## src/rtl/regfile_scoreboard_if.sv

```systemverilog
// Issue-stage <-> register file bundle: two read ports, one write port, one reserve port.
// The master drives addresses, write and reserve requests; the slave returns data, busy flags and busy count.
interface regfile_scoreboard_if #(
   parameter int DATA_W = 32,
   parameter int ADDR_W = 5
);
   logic [ADDR_W-1:0] rd_addr1;
   logic [ADDR_W-1:0] rd_addr2;
   logic [DATA_W-1:0] rd_data1;
   logic [DATA_W-1:0] rd_data2;
   logic              rd_busy1;
   logic              rd_busy2;
   logic              wr_en;
   logic [ADDR_W-1:0] wr_addr;
   logic [DATA_W-1:0] wr_data;
   logic              rsv_en;
   logic [ADDR_W-1:0] rsv_addr;
   logic [ADDR_W:0]   busy_cnt;

   modport master (
      output rd_addr1, rd_addr2, wr_en, wr_addr, wr_data, rsv_en, rsv_addr,
      input  rd_data1, rd_data2, rd_busy1, rd_busy2, busy_cnt
   );

   modport slave (
      input  rd_addr1, rd_addr2, wr_en, wr_addr, wr_data, rsv_en, rsv_addr,
      output rd_data1, rd_data2, rd_busy1, rd_busy2, busy_cnt
   );
endinterface

```

## src/rtl/regfile_scoreboard.sv

```systemverilog
// Register file with zero register, optional write bypass and a pending-write scoreboard.
// Reads are combinational (zero latency); write/reserve commit on the rising edge; no backpressure.
module regfile_scoreboard #(
   parameter int DATA_W = 32,
   parameter int ADDR_W = 5,
   parameter bit BYPASS = 1'b1
) (
   input  logic                 clk,
   input  logic                 rst,
   regfile_scoreboard_if.slave  bus
);
   localparam int DEPTH = 2 ** ADDR_W;

   logic [DATA_W-1:0] r_regs [DEPTH];
   logic [DEPTH-1:0]  r_busy;
   logic [ADDR_W:0]   r_busy_cnt;

   logic              w_wr_vld;
   logic              w_rsv_vld;
   logic              w_set;
   logic              w_clr;
   logic [ADDR_W-1:0] w_rd_addr [2];
   logic [DATA_W-1:0] w_rd_data [2];
   logic [1:0]        w_rd_busy;

   assign w_wr_vld  = bus.wr_en  && (bus.wr_addr  != '0);
   assign w_rsv_vld = bus.rsv_en && (bus.rsv_addr != '0);

   // Count only real transitions: a reserve on the written register keeps it busy, so no clear.
   assign w_set = w_rsv_vld && !r_busy[bus.rsv_addr];
   assign w_clr = w_wr_vld && r_busy[bus.wr_addr] &&
                  !(w_rsv_vld && (bus.rsv_addr == bus.wr_addr));

   always_ff @(posedge clk or posedge rst) begin
      if (rst) begin
         for (int i = 0; i < DEPTH; i++) begin
            r_regs[i] <= '0;
         end
         r_busy     <= '0;
         r_busy_cnt <= '0;
      end else begin
         if (w_wr_vld) begin
            r_regs[bus.wr_addr] <= bus.wr_data;
            r_busy[bus.wr_addr] <= 1'b0;
         end
         // Placed after the write so a same-address reserve wins.
         if (w_rsv_vld) begin
            r_busy[bus.rsv_addr] <= 1'b1;
         end
         r_busy_cnt <= r_busy_cnt + (ADDR_W+1)'(w_set) - (ADDR_W+1)'(w_clr);
      end
   end

   assign w_rd_addr[0] = bus.rd_addr1;
   assign w_rd_addr[1] = bus.rd_addr2;

   always_comb begin
      for (int p = 0; p < 2; p++) begin
         w_rd_data[p] = '0;
         w_rd_busy[p] = 1'b0;
         if (!rst && (w_rd_addr[p] != '0)) begin
            if (BYPASS && w_wr_vld && (bus.wr_addr == w_rd_addr[p])) begin
               w_rd_data[p] = bus.wr_data;
            end else begin
               w_rd_data[p] = r_regs[w_rd_addr[p]];
               w_rd_busy[p] = r_busy[w_rd_addr[p]];
            end
         end
      end
   end

   assign bus.rd_data1 = w_rd_data[0];
   assign bus.rd_data2 = w_rd_data[1];
   assign bus.rd_busy1 = w_rd_busy[0];
   assign bus.rd_busy2 = w_rd_busy[1];
   assign bus.busy_cnt = r_busy_cnt;
endmodule

```

## src/flat_wrapper.sv

```systemverilog
// flat-port wrapper written by rule: the top's interface ports become plain ports
module regfile_scoreboard_flat 
#(
   parameter int DATA_W = 32,
   parameter int ADDR_W = 5,
   parameter bit BYPASS = 1'b1
)
  (clk, rst, bus_rd_addr1, bus_rd_addr2, bus_wr_en, bus_wr_addr, bus_wr_data, bus_rsv_en, bus_rsv_addr, bus_rd_data1, bus_rd_data2, bus_rd_busy1, bus_rd_busy2, bus_busy_cnt);
  regfile_scoreboard_if #(.DATA_W(DATA_W), .ADDR_W(ADDR_W)) bus_i ();
  input  logic clk;
  input  logic rst;
  input wire logic [$bits(bus_i.rd_addr1)-1:0] bus_rd_addr1;
  input wire logic [$bits(bus_i.rd_addr2)-1:0] bus_rd_addr2;
  input wire logic [$bits(bus_i.wr_en)-1:0] bus_wr_en;
  input wire logic [$bits(bus_i.wr_addr)-1:0] bus_wr_addr;
  input wire logic [$bits(bus_i.wr_data)-1:0] bus_wr_data;
  input wire logic [$bits(bus_i.rsv_en)-1:0] bus_rsv_en;
  input wire logic [$bits(bus_i.rsv_addr)-1:0] bus_rsv_addr;
  output wire logic [$bits(bus_i.rd_data1)-1:0] bus_rd_data1;
  output wire logic [$bits(bus_i.rd_data2)-1:0] bus_rd_data2;
  output wire logic [$bits(bus_i.rd_busy1)-1:0] bus_rd_busy1;
  output wire logic [$bits(bus_i.rd_busy2)-1:0] bus_rd_busy2;
  output wire logic [$bits(bus_i.busy_cnt)-1:0] bus_busy_cnt;
  assign bus_i.rd_addr1 = bus_rd_addr1;
  assign bus_i.rd_addr2 = bus_rd_addr2;
  assign bus_i.wr_en = bus_wr_en;
  assign bus_i.wr_addr = bus_wr_addr;
  assign bus_i.wr_data = bus_wr_data;
  assign bus_i.rsv_en = bus_rsv_en;
  assign bus_i.rsv_addr = bus_rsv_addr;
  assign bus_rd_data1 = bus_i.rd_data1;
  assign bus_rd_data2 = bus_i.rd_data2;
  assign bus_rd_busy1 = bus_i.rd_busy1;
  assign bus_rd_busy2 = bus_i.rd_busy2;
  assign bus_busy_cnt = bus_i.busy_cnt;
  regfile_scoreboard #(.DATA_W(DATA_W), .ADDR_W(ADDR_W), .BYPASS(BYPASS)) u_core (.clk(clk), .rst(rst), .bus(bus_i));
endmodule
```

## config.mk

```make
export PLATFORM = sky130hd
export DESIGN_NAME = regfile_scoreboard_flat
export DESIGN_NICKNAME = d
export VERILOG_FILES = /design/src/rtl/regfile_scoreboard_if.sv /design/src/rtl/regfile_scoreboard.sv /design/src/flat_wrapper.sv
export SDC_FILE = /design/constraint.sdc
export NUM_CORES = 2
export LEC_CHECK = 0
export CORE_ASPECT_RATIO = 1.2
export CORE_MARGIN = 2
export CORE_UTILIZATION = 35
export CTS_BUF_LIST = sky130_fd_sc_hd__clkbuf_16
export CTS_CLUSTER_DIAMETER = 100
export CTS_CLUSTER_SIZE = 12
export DETAILED_ROUTE_END_ITERATION = 7
export PLACE_DENSITY = 0.56
export SLEW_MARGIN = 20
export SYNTH_ARGS = -nofsm -noshare
export SYNTH_HDL_FRONTEND = slang
export SYNTH_SLANG_ARGS = --single-unit
export TNS_END_PERCENT = 50
```

## constraint.sdc

```tcl
create_clock -name clk -period 51.5 [get_ports clk]
set_clock_uncertainty 0.15 [all_clocks]
set_input_delay 7.725 -clock clk [delete_from_list [all_inputs] [get_ports clk]]
set_output_delay 7.725 -clock clk [all_outputs]
set_load 0.02 [all_outputs]
```

==> results by group <==
Outcome
  • Outcome: complete, no violations

GRT
  • Largest net degree at the start of global routing: approximately 160
  • Gr usage total: 24.02%
  • Vias in the first global route: 37180
  • Total grt overflow: 0
  • Initial antenna violation count: 5
  • First-pass GRT wire length: between 200 and 300 mm

Synthesis
  • Syn nets: 3810
  • Synth Cell Area: roughly 57000 sq um
  • Synth area leaders: dfrtp_1 (47%), mux4_2 (21%), mux2_2 (20%), mux2i_1 (2.1%), o22ai_1 (1.6%)
  • Ys async rst share: 100.0%
  • Post-synth EDFFs: 0
  • Syn Inst Count: approximately 3700
  • Avg Cell Area, Syn: ~15 sq um
  • Cell variety after synth: 50
  • Synth Register Bits: 1062
  • Share of the yosys chip area belonging to registers: between 40% and 50%
  • YS warnings: 0
  • Top-area cell type share of the netlist area: between 40% and 50%
  • Top_reg_cell synth: dfrtp_1
  • Area leader, netlist: dfrtp_1

Route
  • Drt pass-1 iters: 5
  • Antenna viol nets, final: 0
  • Via density: 6.280
  • Post-Route WL: 198.6 mm
  • Number of remaining DRC errors: 0
  • Vias: about 36000
  • Iter 0 DRT Violations: 3563
  • Wire per inst: roughly 34 um

Worst setup path
  • Worst-path cell chain: buf_8 > buf_12 > buf_12 > mux4_2 > o22ai_1 > nor4_1 > a22o_1 > clkdlybuf4s50_1
  • Crit Path Max Fanout: 87
  • Most used cell, CP: buf_12
  • Reg2reg setup slack: ~48 ns
  • Worst setup startpoint: bus_rd_addr2[0]
  • Worst Reg-to-Reg Cells: 13
  • Worst path arrival time: around 12 ns
  • CP startpoint kind: primary input
  • Worst endpoint required time: between 40 and 50 ns
  • Levels on crit path: 8
  • Crit path buf inv count: 4
  • Worst r2r src: u_core.r_busy[18]$_DFF_PP0_
  • Largest delay contributor family on the critical path: buffers and inverters
  • Slowest cell on crit path: nor4_1
  • WS Path Type: primary input to output pin
  • Worst r2r dst: u_core.bus.busy_cnt[4]$_DFF_PP0_
  • Critical Path Sink: bus_rd_data2[19]
  • Critical path's largest stage delay: 0.85 ns
  • Crit path capture type: output pin

Layout
  • P&R area growth vs syn: 10.53%
  • Nets: between 3000 and 4000
  • Layout Utilization: 38.80%
  • Fillers: 15060
  • Fraction of layout cells with a size suffix above 1: roughly half

STA
  • Fin. Hold Viols: 0
  • Fin crit period: around 20 ns
  • Fin Setup TNS: 0 ns
  • RSZ-0062 raised after global routing: false
  • Post-route clock period utilization: 38.67%
  • # setup viols final: 0
  • Actual slew at the worst max-slew pin: roughly 1.2 ns
  • Achievable Freq: roughly 0.05 GHz
  • Slew Limit Fails: 0
  • Max-slew headroom: approximately a fifth

Floorplan
  • Total core area: 162000 sq um
  • Rows: ~160
  • Die area: around 170000 sq um
  • Initial Util: a little over a third
  • Die width: between 300 and 400 um
  • Die height: between 400 and 500 um
  • IO Count: between 100 and 150

Clocking
  • Post_cts resized: 0
  • CTS Hold Bufs: 0
  • CTS tree: built
  • Clock sink count: 1062
  • H-tree Lvls: 3
  • Clk_lat worst skew: 0.70 ns
  • Clk slew on worst S/H paths: 0.06 ns
  • Clock buffer count from CTS: 99
  • Post-CTS setup buffers: 0
  • CTS max path bufs: 3
  • Clk root buf: clkbuf_16

Place
  • Final GP Congestion: 0.7915
  • IO Port Bufs: 127
  • Final HPWL DP: 110.0 mm

Job
  • Max Cap Violations: 0

Pwr
  • Pleak: approximately 26 nW
  • VDD IR max: 29.15 uV
  • Pwr dens: around 37 nW/um^2

Min path
  • Hold Crit Class: flip-flop to flip-flop
## kinds of logic after synthesis
| kind of cell | share of synthesized area (%) |
|---|---|
| compound gates | 4.451 |
| fa+ha+maj | 0.1673 |
| flops | 46.75 |
| xor+xnor | 0.2927 |
| buf+inv | 3.401 |
| mux | 43.22 |
| simple gates | 1.719 |
## how the worst min path moves through the flow
| stage | from | to | depth (start not counted) |
|---|---|---|---|
| floorplan | u_core.r_regs[1000]$_DFFE_PP0P_ | u_core.r_regs[1000]$_DFFE_PP0P_ | 1 |
| global placement | u_core.r_regs[1009]$_DFFE_PP0P_ | u_core.r_regs[1009]$_DFFE_PP0P_ | 0 |
| detailed placement | u_core.r_regs[996]$_DFFE_PP0P_ | u_core.r_regs[996]$_DFFE_PP0P_ | 0 |
| CTS | u_core.r_regs[1014]$_DFFE_PP0P_ | u_core.r_regs[1014]$_DFFE_PP0P_ | 0 |
| global route | u_core.r_regs[1022]$_DFFE_PP0P_ | u_core.r_regs[1022]$_DFFE_PP0P_ | 0 |
| finish | u_core.r_regs[1013]$_DFFE_PP0P_ | u_core.r_regs[1013]$_DFFE_PP0P_ | 0 |
## sequential cells by signal, indices dropped and copies added (netlist names)
name,cells
u_core.bus.busy_cnt,6
u_core.r_regs,1024
u_core.r_busy,32
## area by class of cell
cell class | instances | area, sq um | area share [%]
diodes | 3 | 7.507 | 0.01195
clock buffers | 101 | 2527 | 4.023
repair buffers | 247 | 2287 | 3.640
flip-flops and latches | 1062 | 26580 | 42.30
clock inverters | 7 | 87.58 | 0.1394
inverters | 14 | 61.31 | 0.09758
multi-input cells | 2239 | 28620 | 45.55
well taps | 2132 | 2668 | 4.246
## report_power, final
part / switching, mW / internal [mW]
clock network: 0.328 / 0.346
registers: 0.120 / 0.995
logic: 0.222 / 0.318
total: 0.671 / 1.66
## through the flow
step / worst slack (ns) / hold WS [ns] / instance area, sq um / instances / total power, mW
2_1_floorplan: 13.73 / 0.2913 / 56850 / 3747 / 1.504
3_3_place_gp: 31.31 / 0.2267 / 60140 / 5691 / 1.653
3_5_place_dp: 31.46 / 0.2333 / 60170 / 5692 / 1.668
4_1_cts: 31.44 / 0.2469 / 62780 / 5800 / 2.342
5_1_grt: 31.12 / 0.2619 / 62830 / 5803 / 2.430
6_report: 31.59 / 0.2454 / 62830 / 5805 / 2.330
## Yosys cell counts, types with 7 or more instances
library cell	count
a211oi_1	32
a21oi_1	11
a221oi_1	10
a22o_1	62
a22oi_1	32
a31oi_1	7
a32o_1	9
buf_1	66
buf_2	171
buf_4	10
clkbuf_1	184
dfrtp_1	1062
inv_1	14
mux2_2	1016
mux2i_1	119
mux4_2	530
nand2_1	40
nand2b_1	11
nor2_1	29
nor2b_1	17
nor3_1	22
nor3b_1	7
nor4_1	24
o21ai_0	41
o22ai_1	149
xnor2_1	14
## cell usage in the layout, fill, tap and decap left out, types with 9 or more instances in the layout
| master | count |
|---|---|
| dfrtp_1 | 1062 |
| mux2_2 | 1016 |
| mux4_2 | 530 |
| o22ai_1 | 149 |
| clkdlybuf4s50_1 | 120 |
| mux2i_1 | 119 |
| buf_4 | 113 |
| clkbuf_16 | 101 |
| a22o_1 | 62 |
| o21ai_0 | 41 |
| a22oi_1 | 32 |
| a211oi_1 | 32 |
| nor3_1 | 22 |
| nand2_1 | 22 |
| nor4_1 | 19 |
| nor2_1 | 16 |
| nor2b_1 | 14 |
| xnor2_1 | 14 |
| nor2_4 | 13 |
| inv_1 | 12 |
| nand2_4 | 11 |
| a21oi_1 | 11 |
| a221oi_1 | 10 |
| nand2b_1 | 9 |
| a32o_1 | 9 |
## per-layer routing
metal / wire [um] / track usage (%)
met5: 11 / 0
met2: 92740 / 37.55
met1: 85680 / 33.94
met3: 13610 / 4.350
met4: 6534 / 7.418
Power figures use the tool's default switching activity.
